File: config.mk
export PLATFORM = sky130hd
export DESIGN_NAME = if_fetch_unit
export DESIGN_NICKNAME = d
export VERILOG_FILES = /design/src/rtl/if_fetch_unit.sv
export SDC_FILE = /design/constraint.sdc
export NUM_CORES = 1
export LEC_CHECK = 0
export CAP_MARGIN = 20
export CORE_MARGIN = 3
export CORE_UTILIZATION = 60
export CTS_BUF_LIST = sky130_fd_sc_hd__clkbuf_2 sky130_fd_sc_hd__clkbuf_4 sky130_fd_sc_hd__clkbuf_8
export DETAILED_ROUTE_END_ITERATION = 7
export PLACE_DENSITY = 0.86
export SLEW_MARGIN = 0
export SYNTH_ARGS = -nofsm -noshare
export SYNTH_HDL_FRONTEND = slang
export SYNTH_SLANG_ARGS = --single-unit
File: constraint.sdc
create_clock -name clk -period 5.25 [get_ports clk]
set_input_delay 0.7875 -clock clk [delete_from_list [all_inputs] [get_ports clk]]
set_output_delay 0.7875 -clock clk [all_outputs]
set_load 0.005 [all_outputs]
File: src/rtl/if_fetch_unit.sv
// Instruction-fetch stage: owns the PC, runs the req/ready handshake to instruction
// memory and presents {instruction, pc_plus_2} with a load enable to the IF/ID register.
module if_fetch_unit #(
  parameter int unsigned    W        = 16,
  parameter logic [W-1:0]   RESET_PC = '0,
  parameter logic [W-1:0]   NOP      = '0
) (
  input  logic         clk,
  input  logic         rst_n,
  input  logic         stall,
  input  logic         branch_taken,
  input  logic [W-1:0] branch_target,
  output logic         imem_req,
  output logic [W-1:0] imem_addr,
  input  logic [W-1:0] imem_rdata,
  input  logic         imem_ready,
  output logic [W-1:0] instruction,
  output logic [W-1:0] pc_plus_2,
  output logic         out_valid,
  output logic         ifid_en
);

  typedef enum logic [1:0] {
    FETCH = 2'b00,
    DRAIN = 2'b01,
    HOLD  = 2'b10
  } state_t;

  state_t       state;
  logic [W-1:0] pc;
  logic [W-1:0] redir;
  logic [W-1:0] skid_instr;
  logic [W-1:0] skid_pc2;
  logic         started;

  logic [W-1:0] pc_inc;
  logic [W-1:0] tgt;
  logic         slot_free;

  assign pc_inc    = pc + W'(2);
  assign tgt       = branch_target & ~W'(1);
  assign slot_free = ~out_valid | ~stall;

  // started delays the first request to the edge after reset release
  assign imem_req  = started && (state != HOLD);
  assign imem_addr = pc;
  assign ifid_en   = out_valid & ~stall & ~branch_taken;

  always_ff @(posedge clk or negedge rst_n) begin
    if (!rst_n) begin
      state       <= FETCH;
      pc          <= RESET_PC;
      redir       <= '0;
      skid_instr  <= '0;
      skid_pc2    <= '0;
      instruction <= NOP;
      pc_plus_2   <= '0;
      out_valid   <= 1'b0;
      started     <= 1'b0;
    end else begin
      started <= 1'b1;
      case (state)
        FETCH: begin
          if (branch_taken) begin
            out_valid   <= 1'b0;
            instruction <= NOP;
            // no request outstanding (completed or never issued): redirect at once
            if (imem_ready || !started) begin
              pc <= tgt;
            end else begin
              redir <= tgt;
              state <= DRAIN;
            end
          end else if (imem_ready && started) begin
            pc <= pc_inc;
            if (slot_free) begin
              instruction <= imem_rdata;
              pc_plus_2   <= pc_inc;
              out_valid   <= 1'b1;
            end else begin
              skid_instr <= imem_rdata;
              skid_pc2   <= pc_inc;
              state      <= HOLD;
            end
          end else if (!stall) begin
            out_valid <= 1'b0;
          end
        end
        DRAIN: begin
          if (imem_ready) begin
            pc    <= branch_taken ? tgt : redir;
            state <= FETCH;
          end else if (branch_taken) begin
            redir <= tgt;
          end
        end
        HOLD: begin
          if (branch_taken) begin
            out_valid   <= 1'b0;
            instruction <= NOP;
            pc          <= tgt;
            state       <= FETCH;
          end else if (!stall) begin
            instruction <= skid_instr;
            pc_plus_2   <= skid_pc2;
            out_valid   <= 1'b1;
            state       <= FETCH;
          end
        end
        default: state <= FETCH;
      endcase
    end
  end

endmodule

==> results by group <==
GRT
  – Initial antenna violation count: 0
  – Largest net degree at the start of global routing: 65
  – Vias in the first global route: between 4,000 and 5,000
  – Global Route Usage Sum: 0.260
  – Global-route wire length before repair: 20,900 um
  – Grt total ovfl: 0

Clock tree
  – Clk_lat worst skew: 0.36 ns
  – Resized Gates After CTS: 0
  – Worst-path clk slew: 0.09 ns
  – CTS buffer count: 9
  – Post-CTS Hold Buffers: 0
  – Clk sinks: 100
  – Deepest clock path buffer count: 2
  – Post-CTS Repair Setup Buffers: 0
  – CTS tree: yes
  – CTS root buf: clkbuf_8
  – CTS HTree Levels: 3

Synth
  – Post-synthesis area per instance: 10.4 sq um
  – Main synth FF type: dfrtp_1
  – Synthesized instance count: 513
  – EDFF count, synth: 0
  – Ys Warns: 0
  – Sequential-to-total area share from yosys stat: 0.470
  – #FFs+latches synth: 100
  – Syn Nets: 554
  – Area of the mapped netlist: 0.00532 sq mm
  – Synth unique cells: 63
  – Fraction of registers with async set/reset: 1.00

Place
  – Gpl congestion: 0.879
  – DP Area: ~0.006 sq mm
  – Detailed placement HPWL: slightly below 9000 um
  – IO Port Bufs: 86
  – Pre-CTS WS: 2.04 ns

Final layout
  – Util after Layout: 0.751
  – N_diodes: 0
  – Layout cells sized above 1: 0.120
  – Nets@finish: ~620
  – Area Overhead vs Synth: 18.9%
  – Finished layout cell area: 0.00633 sq mm

Pwr
  – Comb pwr share: 0.514
  – Clock power frac: 0.123
  – Net Switching: between 1500 and 2000 uW
  – VDD IR max: slightly below 300 uV
  – Pwr/cell area: roughly 600 mW/mm^2
  – Switch share: 0.405
  – Leakage power total: 0.00266 uW
  – Sequential share of power: 0.362
  – Tot Pwr: about 3800 uW
  – P_int: 2260 uW

Setup path
  – CP required: 5.49 ns
  – Worst setup path end: pc_plus_2[11]
  – Crit path buf inv count: 2
  – Critical path class: flip-flop to flip-flop
  – R2R setup slack: around 2.3 ns
  – Critical path launch point type: flip-flop
  – Crit-path max cell delay: 0.51 ns
  – Worst path slowest cell: buf_4
  – CP endpoint kind: flip-flop
  – Reg-to-Reg End: pc_plus_2[11]
  – RR Startpoint: state[0]
  – Crit path cell chain: inv_1, ha_2, buf_4, nor3b_1, a41oi_1, nor2_4, mux2_2
  – R2R cell count: 7
  – Critical path depth: 7
  – CP arrival: 3.19 ns
  – CP top delay family: simple AND/OR/NAND/NOR gates
  – Crit. Startpoint: state[0]
  – Crit path max fanout: 40

Route
  – Vias per inst: 6.28
  – Initial DRC Count: 331
  – DRT Wirelength: 12,500 um
  – Remaining antenna violation count: 0
  – Avg WL per Cell: 18.3 um
  – Initial DRT Pass Iterations: 5
  – DRC: 0
  – Vias: 4,306

Die
  – Standard-cell row count: 33
  – Core area: 0.00842 sq mm
  – Die Height: 100 um
  – Full die area: 0.0100 sq mm
  – I/O pin count: between 80 and 90
  – Die W: 100 um
  – Initial core utilization: 0.632

STA
  – Final hold violations: 0
  – Peak Freq: about 0.34 GHz
  – Setup-failing EPs final: 0
  – Post-route setup slack: 2.30 ns
  – Final min period: approximately 2.9 ns
  – Post-Route Skew: around 0.012 ns
  – Worst slew margin: 0.276
  – Slew Viols, Final: 0
  – Setup TNS: 0 ns
  – Worst slew pin tran: 1.07 ns
  – Unrepaired setup endpoints after global routing: no
  – Period utilization: 0.561

Status
  – Status: finished clean

Flow run
  – Max Cap Viol: 0

Min path
  – Worst hold path class: input port to async pin
[cells in the mapped netlist, drive strengths merged, types with 6 or more instances]
master,number,area (sq um)
o31a,6,52.6
nand2b,7,43.8
nor4,6,58.8
nor3,8,67.6
a21oi,29,145
a221o,6,60.1
nand2,38,143
nand4,10,83.8
mux2,57,649
nor2,44,173
a31oi,9,56.3
dfrtp,100,2500
clkbuf,12,45.0
o21ai,42,210
nand3,12,65.1
mux2i,24,240
buf,26,160
inv,10,37.5
[power by group through the flow]
stage          Clock [uW]  Sequential, uW  Combinational (uW)
2_1_floorplan           0            1330                1260
3_3_place_gp            0            1360                1850
3_5_place_dp            0            1390                1930
4_1_cts               475            1370                1940
5_1_grt               508            1420                2140
6_report              469            1380                1950
[per-layer routing]
metal  part of all wire  GRT usage  vias to the layer above
met3              0.063     0.0375                       25
met4              0.019     0.0912                        0
met5                  0          0                        -
met1               0.43      0.371                     2122
met2               0.49      0.408                      171
li1                   -          -                     1988
[cells in the final DEF, fill, tap and decap left out, types with 9 or more instances in the layout]
cell | Yosys | routed
o21ai_0 | 40 | 40
mux2_1 | 21 | 21
dfrtp_1 | 100 | 100
clkbuf_8 | 0 | 11
mux2i_1 | 24 | 24
a21oi_1 | 29 | 29
inv_1 | 10 | 10
nand3_1 | 11 | 11
a31oi_1 | 9 | 9
clkdlybuf4s50_1 | 0 | 84
mux2_2 | 34 | 34
nand2_1 | 38 | 38
nor2_1 | 43 | 43
[sequential cells by signal, summed over array words and instances, names as in the netlist]
signal,cells
out_valid,1
started,1
imem_addr,16
state,2
skid_pc2,16
redir,16
skid_instr,16
pc_plus_2,16
instruction,16
[kinds of logic (layout without fill, tap and decap cells)]
logic type,after synthesis,after routing,share of synthesized area
and+or+nand+nor,138,138,0.135
AOI/OAI and AO/OA,133,133,0.160
DFF,100,100,0.470
muxes,81,81,0.167
buffers and inverters,50,118,0.0470
xor gates and xnor gates,6,6,0.00988
adders and majority gates,4,4,0.00941
other,1,1,0.000705
[worst reg2reg max path, stage by stage (launching register included)]
cell,delay (ns)
dfrtp_1,0.40
inv_1,0.14
ha_2,0.44
buf_4,0.52
nor3b_1,0.29
a41oi_1,0.23
nor2_4,0.45
mux2_2,0.37
[area by class of cell]
class | instances | area (sq um)
repair buffers | 90 | 883
inverters | 12 | 45.0
multi-input cells | 363 | 2570
fillers | 579 | 2100
clock buffers | 12 | 159
flip-flops and latches | 100 | 2500
clock inverters | 4 | 33.8
well taps | 105 | 131
[per-stage QoR]
stage / hold WS [ns] / cells
2_1_floorplan: 0.457 / 513
3_3_place_gp: 0.465 / 670
3_5_place_dp: 0.474 / 670
4_1_cts: 0.381 / 686
5_1_grt: 0.396 / 686
6_report: 0.370 / 686
[worst min-delay path by stage]
stage                    from             end  cells past startpoint
3_3_place_gp     pc_plus_2[1]    pc_plus_2[1]                      1
3_5_place_dp   instruction[9]  instruction[9]                      1
4_1_cts                 rst_n        redir[7]                      1
6_report                rst_n        redir[7]                      1
5_1_grt                 rst_n        redir[7]                      1
2_1_floorplan        redir[7]        redir[7]                      1
Note: power is estimated with default switching activity, not from simulation.
==> RTL edit 1: new RTL, same settings <==
Set the parameter `W` to 32 (it was 16).
--- a/src/rtl/if_fetch_unit.sv
+++ b/src/rtl/if_fetch_unit.sv
@@ -1,7 +1,7 @@
 // Instruction-fetch stage: owns the PC, runs the req/ready handshake to instruction
 // memory and presents {instruction, pc_plus_2} with a load enable to the IF/ID register.
 module if_fetch_unit #(
-  parameter int unsigned    W        = 16,
+  parameter int unsigned    W        = 32,
   parameter logic [W-1:0]   RESET_PC = '0,
   parameter logic [W-1:0]   NOP      = '0
 ) (
Interface: changed (5 resized); port bits go from 88 to 168. The function was not compared with the original's and may differ.
==> RTL edit 1 against the unedited design <==
  * Die area increased by 81%
  * Utilization increased by 0.51 points
  * Wire length increased by 120%
  * Clock power increased by 100%
  * First-iteration DRC count grew to 3.1 times the old value
  * Final area rose by 92%
  * Setup slack got worse by 0.46 ns
  * Total power increased by 92%
  * Synthesized cell count up 91%
  * Combinational power grew 84%
  * Sequential cell count increased by 96
  * Fmax decreased by 14%
  * Synthesized area rose by 87%
==> RTL edit 1: results (changes against the unedited design) <==
** CTS
- Number of buffers inserted by post-CTS setup repair :: 0 (unchanged)
- The number of instances resized during post-cts repair is 0 (unchanged).
- Buffer type at the clock tree root :: clkbuf_8
- H-tree depth reported by CTS :: 4 (+1)
- Number of buffers on the longest clock path :: 2 (unchanged)
- Clock transition at the register clock pins on the worst setup and hold paths after CTS :: 0.10 ns
- Source-to-sink clock delay at the later pin of the worst-skew pair :: 0.49 ns (+0.13 ns)
- Total CTS buffers :: 17 (+8)

** Setup path
- Setup slack of the worst register-to-register path :: 1.84 ns (-0.46 ns)
- Cell depth of the worst flop-to-flop path :: 7 (unchanged)
- Delay-heaviest family, CP :: simple AND/OR/NAND/NOR gates
- Crit path max fanout :: 32 (-20%)
- Arrival time at the worst endpoint :: 3.83 ns (+0.64 ns)
- The critical path ends at pc_plus_2[28]$_DFFE_PN0P_.
- The highest cell delay on the worst timing path came to 0.61 ns (+0.10 ns).
- In this run the worst setup path begins at state[0]$_DFFE_PN0P_.
- CP max-delay cell :: or4_1

** Yosys
- Sorting the synthesized cells by how often they occur yields dfrtp_1 (196), nand2_1 (99), mux2_2 (71), nor2_1 (60), a21oi_1 (52).
- Sequential share of the synthesized area :: 0.4918 (+0.02159)
- Predominant post-synthesis flop cell :: dfrtp_1
- After synthesis, the cell types taking the most area are dfrtp_1 (49%), mux2_2 (8.0%), mux2i_1 (3.8%).
- The count of unique library cells instantiated by Yosys came to 64 (+1.6%).
- The share of flip-flops with an asynchronous set or reset after synthesis came to 1.000 (unchanged).
- The synthesized netlist net count came to 1054 (+90%).
- Yosys warnings :: 0 (unchanged)

** Detailed routing
- The detailed-router iteration count before antenna repair came to 6 (+1).
- Vias after detailed routing :: 8659 (+100%)
- The average wire length per cell after detail routing was 20.88 um (+14%).
- The number of violations reported at the end of detailed-routing iteration 0 was 1017 (+210%).

** Layout
- The total inserted antenna cells is 0 (unchanged).
- The count of nets after finishing is 1178 (+91%).
- Share of cells above drive strength 1 :: 0.1253 (+0.004854)
- Filler Cell Count :: 1058 (+83%)

** GRT
- GR Util All Layers :: 0.3058 (+0.04611)
- Initial antenna violation count :: 0 (unchanged)
- The number of global-route vias before repair was 8127 (+95%).
- The maximum number of pins on one net before global-route repair came to 132 (+100%).
- The wire length of the first global-routing pass is 43930 um (+110%).

** Pwr
- Combinational Power :: 3.58 mW (+84%)
- Switch Pwr :: 3.032 mW (+97%)
- The largest voltage drop on the vdd net is 395.0 uV (+36%).
- The proportion of power drawn by flip-flops and latches was 0.380 (+0.018).
- The static leakage was 4.940 nW (+86%).

** Place
- # port buffers :: 166 (+93%)
- The total half-perimeter wirelength after legalization and detailed placement is 18830 um (+110%).
- GP Congestion :: 0.9641 (+9.7%)
- Minimum setup slack after placement :: 1.874 ns (-0.1633 ns)

** STA
- Worst Tran Pin Value :: 1.017 ns (-0.05378 ns)
- The number of setup violations in the final report was 0 (unchanged).
- Skew final :: 0.01575 ns (+0.003361 ns)
- The setup slack of the critical path after layout came to 1.845 ns (-0.4601 ns).

** Hold path
- Worst min-delay path class :: in2async

** Status
- Outcome :: finished, final reports clean
## RTL edit 1: changes by cell type after synthesis, sizes merged, moves of 13 or more
cell / change
dfrtp: +96
nand2: +61
clkbuf: +38
o31ai: +36
a21oi: +25
nand4: +20
nand3: +19
nor2: +16
mux2: +14
mux2i: +14
a22o: +13
a22oi: +13
## RTL edit 1: how the worst min path moves through the flow
| stage | start | to | cells past startpoint | slack, ns |
|---|---|---|---|---|
| 6_report | rst_n | pc_plus_2[27]$_DFFE_PN0P_ | 1 | 0.14 |
| 2_1_floorplan | redir[0]$_DFFE_PN0P_ | redir[0]$_DFFE_PN0P_ | 1 | 0.46 |
| 4_1_cts | instruction[20]$_DFFE_PN0P_ | instruction[20]$_DFFE_PN0P_ | 2 | 0.49 |
| 3_3_place_gp | instruction[21]$_DFFE_PN0P_ | instruction[21]$_DFFE_PN0P_ | 2 | 0.46 |
| 3_5_place_dp | instruction[21]$_DFFE_PN0P_ | instruction[21]$_DFFE_PN0P_ | 2 | 0.47 |
| 5_1_grt | rst_n | redir[29]$_DFFE_PN0P_ | 1 | 0.14 |
## RTL edit 1: layout make-up
| class | count | area [um2] | share of cell area |
|---|---|---|---|
| Clock buffer | 20 | 269.0 | 0.02216 |
| Clock inverter | 11 | 105.1 | 0.008656 |
| Inverter | 20 | 75.07 | 0.006183 |
| Multi-Input combinational cell | 686 | 4702 | 0.3873 |
| Sequential cell | 196 | 4905 | 0.4040 |
| Tap cell | 216 | 270.3 | 0.02226 |
| Timing Repair Buffer | 184 | 1815 | 0.1495 |
## RTL edit 1: cells by family after synthesis
| logic type | Yosys count | share of synthesized area |
|---|---|---|
| flip-flops | 196 | 0.4918 |
| adder cells (fa/ha/maj) | 4 | 0.005019 |
| AO/OA/AOI/OAI | 262 | 0.1826 |
| buffers and inverters | 99 | 0.04090 |
| multiplexers | 109 | 0.1183 |
| XOR/XNOR | 24 | 0.02108 |
| AND/OR/NAND/NOR | 286 | 0.1399 |
| other | 1 | 0.0003761 |
## RTL edit 1: routing by layer
metal	vias up	wire [um]	share of wire	track usage
met3	62	2353	0.085	0.06185
met2	454	13380	0.48	0.4817
met1	4262	11540	0.41	0.4329
met4	0	566	0.020	0.09219
li1	3881	-	-	-
met5	-	0	0	0
## RTL edit 1: metrics by stage
| stage | hold WS, ns | util | cells | power (mW) | instance area [um2] |
|---|---|---|---|---|---|
| global placement | 0.4589 | 0.7311 | 1301 | 6.106 | 11740 |
| floorplan | 0.4649 | - | 981 | 4.840 | 9972 |
| finish | 0.1438 | 0.7561 | 1333 | 7.310 | 12140 |
| CTS | 0.4906 | 0.7544 | 1332 | 7.240 | 12110 |
| global route | 0.1396 | 0.7561 | 1333 | 7.752 | 12140 |
| detailed placement | 0.4690 | 0.7311 | 1301 | 6.296 | 11740 |
==> RTL edit 2: new RTL, config.mk and constraints unchanged <==
Made on the original files. Re-encode `state_t` (3 states) as one-hot, 3 bits wide.
--- a/src/rtl/if_fetch_unit.sv
+++ b/src/rtl/if_fetch_unit.sv
@@ -20,10 +20,10 @@
   output logic         ifid_en
 );
 
-  typedef enum logic [1:0] {
-    FETCH = 2'b00,
-    DRAIN = 2'b01,
-    HOLD  = 2'b10
+  typedef enum logic [2:0] {
+    FETCH = 3'b001,
+    DRAIN = 3'b010,
+    HOLD  = 3'b100
   } state_t;
 
   state_t       state;
Behaviour: no difference found for any inputs over 4 cycles, from zero or initial values and one cycle with rst_n low; so few cycles prove little.
==> RTL edit 2 against the unedited design <==
  * Clock power fell by 3%
  * Utilization about the same
  * Synthesized area fell by 1.6%
  * Total power down 19%
  * Setup slack worse by 0.51 ns
  * Final area shrank 1.0%
  * Critical endpoint is now ifid_en
  * Sequential cell count rose by 1
  * Wire length fell by 0.93%
==> RTL edit 2: results (changes against the unedited design) <==
** Status
- The flow ran to the end, and the final reports show no timing, DRC or antenna violations.

** Setup path
- Cell depth of the worst flop-to-flop path :: 6 (-1)
- The largest driver fanout on the critical path is 19 (-53%).
- In this run the critical register-to-register path is captured at skid_instr[14]$_DFFE_PN0P_.
- Timing startpoint of the critical path :: branch_taken
- In this run the critical register-to-register path is launched from state[0]$_DFFE_PN1P_.
- Arrival time at the worst endpoint :: 2.67 ns (-0.52 ns)
- Setup slack of the worst register-to-register path :: 2.61 ns (+0.31 ns)

** Detailed routing
- Routed length per placed instance :: 16.95 um (-7.2%)
- DRC marker count from the first detailed-route iteration :: 331 (unchanged)
- The detailed-router iteration count before antenna repair was 5 (unchanged).
- Mean number of vias per cell :: 5.904 (-5.9%)

** Yosys
- The adder-cell area share of the yosys netlist is 0.002389 (-0.007016).
- Cell types with the highest counts after synthesis :: nand2_1 (143), dfrtp_1 (100), o21ai_0 (39), nor2_1 (30), a21oi_1 (26)
- Sequential share of the synthesized area :: 0.4829 (+0.01266)
- Post-synthesis cell type count :: 68 (+7.9%)
- By area the synthesized netlist is led by dfrtp_1 (48%), nand2_1 (10%), mux2_2 (4.7%).
- The mux share of post-synthesis cell area is 0.09128 (-0.07590).
- The share of flip-flops with an asynchronous set or reset after synthesis is 1.000 (unchanged).
- The synthesized netlist net count is 589 (+6.3%).
- Predominant post-synthesis flop cell :: dfrtp_1
- The area share of xor/xnor cells in the synthesized design is 0.02342 (+0.01354).
- Fraction of the mapped netlist area in compound gates :: 0.1532 (-0.007191)
- The count of synthesis-stage warnings from yosys was 0 (unchanged).

** Place
- GP Congestion :: 0.8570 (-2.5%)
- The post-place instance area was 6073 um2 (-0.98%).
- DPL Wire Length :: 8514 um (-3.6%)
- # port buffers :: 86 (unchanged)

** Hold path
- Worst min-delay path class :: in2async

** CTS
- The tree is rooted in a clkbuf_8.
- H-tree depth reported by CTS :: 3 (unchanged)
- Number of buffers on the longest clock path :: 2 (unchanged)
- The post-CTS setup-driven buffer insertion count is 0 (unchanged).
- The later pin in the worst-skew pair is clocked with a latency of 0.37 ns.
- Number of gates resized after cts :: 0 (unchanged)
- Clock transition at the register clock pins on the worst setup and hold paths after CTS :: ~0.1 ns

** GRT
- The total track usage is 0.2506 (-0.009054).
- The maximum number of pins on one net before global-route repair is 66 (+1.5%).
- Vias in the first global route :: 4036 (-3.4%)
- The wire length of the first global-routing pass is 19910 um (-4.6%).
- The number of antenna violations at the first check in global routing is 0 (unchanged).

** STA
- The relative max-transition margin was 0.4309 (+0.1544).
- Skew final :: 0.008346 ns (-0.004047 ns)

** Pwr
- Largest voltage drop on the vdd net :: 265.9 uV (-8.8%)
- The static leakage is 2.807 nW (+5.5%).

** Layout
- The share of post-route cells with drive strength above 1 came to 0.1228 (+0.002325).
- Total inserted antenna cells :: 0 (unchanged)
- Filler Cell Count :: 595 (+2.8%)
- Layout Nets :: 660 (+7.0%)
RTL edit 2: changes by cell type in the layout (fill, tap and decap cells not counted), sizes merged, moves of 5 or more:
cell | before | now
mux2i | 24 | 8
mux2 | 57 | 32
nand2b | 7 | 2
xor2 | 1 | 6
o21ai | 42 | 49
nand2 | 38 | 144
a22o | 1 | 9
nor2 | 44 | 31
a221o | 6 | 1
nand4 | 10 | 4
o31a | 6 | 0
a22oi | 1 | 8
RTL edit 2: worst max path at each step:
stage | end | slack (ns) | depth (start not counted)
3_3_place_gp | imem_addr[13]$_DFFE_PN0P_ | 1.64 | 7
5_1_grt | ifid_en | 1.66 | 4
3_5_place_dp | imem_addr[13]$_DFFE_PN0P_ | 1.54 | 7
2_1_floorplan | ifid_en | 2.82 | 4
6_report | ifid_en | 1.79 | 4
4_1_cts | ifid_en | 1.80 | 4
RTL edit 2: layer usage:
metal  share of wire  routed length (um)  track usage  vias up
li1                -                   -            -     2027
met1            0.42                5238       0.3507     2094
met2            0.49                6137       0.4055      186
met3           0.075                 931      0.04558       15
met4          0.0077                  96      0.06828        0
met5               0                   0            0        -
RTL edit 2: per-stage QoR:
step / util / power [mW] / hold WS, ns / worst slack, ns / std cells
2_1_floorplan: - / 2.067 / 0.4334 / 2.818 / 551
6_report: 0.7508 / 3.091 / 0.3524 / 1.794 / 732
4_1_cts: 0.7495 / 3.097 / 0.3611 / 1.796 / 731
3_5_place_dp: 0.7282 / 2.631 / 0.4507 / 1.538 / 715
5_1_grt: 0.7508 / 3.281 / 0.3732 / 1.662 / 732
3_3_place_gp: 0.7282 / 2.569 / 0.4460 / 1.641 / 715
RTL edit 2: worst max-delay path: stages:
cell and delay [ns]:
clkdlybuf4s50_1 0.75, buf_4 0.39, nor3b_1 0.21, clkdlybuf4s50_1 0.53
RTL edit 2: cell families after synthesis:
logic type / count (synthesis)
xor gates and xnor gates: 14
buffers and inverters: 44
and+or+nand+nor: 227
DFF: 101
AOI/OAI and AO/OA: 123
muxes: 40
adders and majority gates: 1
other: 1
RTL edit 2: area by class of cell:
cell class,count,area share
multi-input cells,406,0.3930
inverters,9,0.005395
flip-flops and latches,101,0.4038
well taps,105,0.02098
clock buffers,10,0.02098
clock inverters,6,0.007393
repair buffers,95,0.1485
RTL edit 2: power breakdown:
part           total [mW]  internal (mW)  switching, mW
clock network       0.454          0.181          0.273
registers            1.36           1.10          0.263
logic                1.28          0.703          0.574
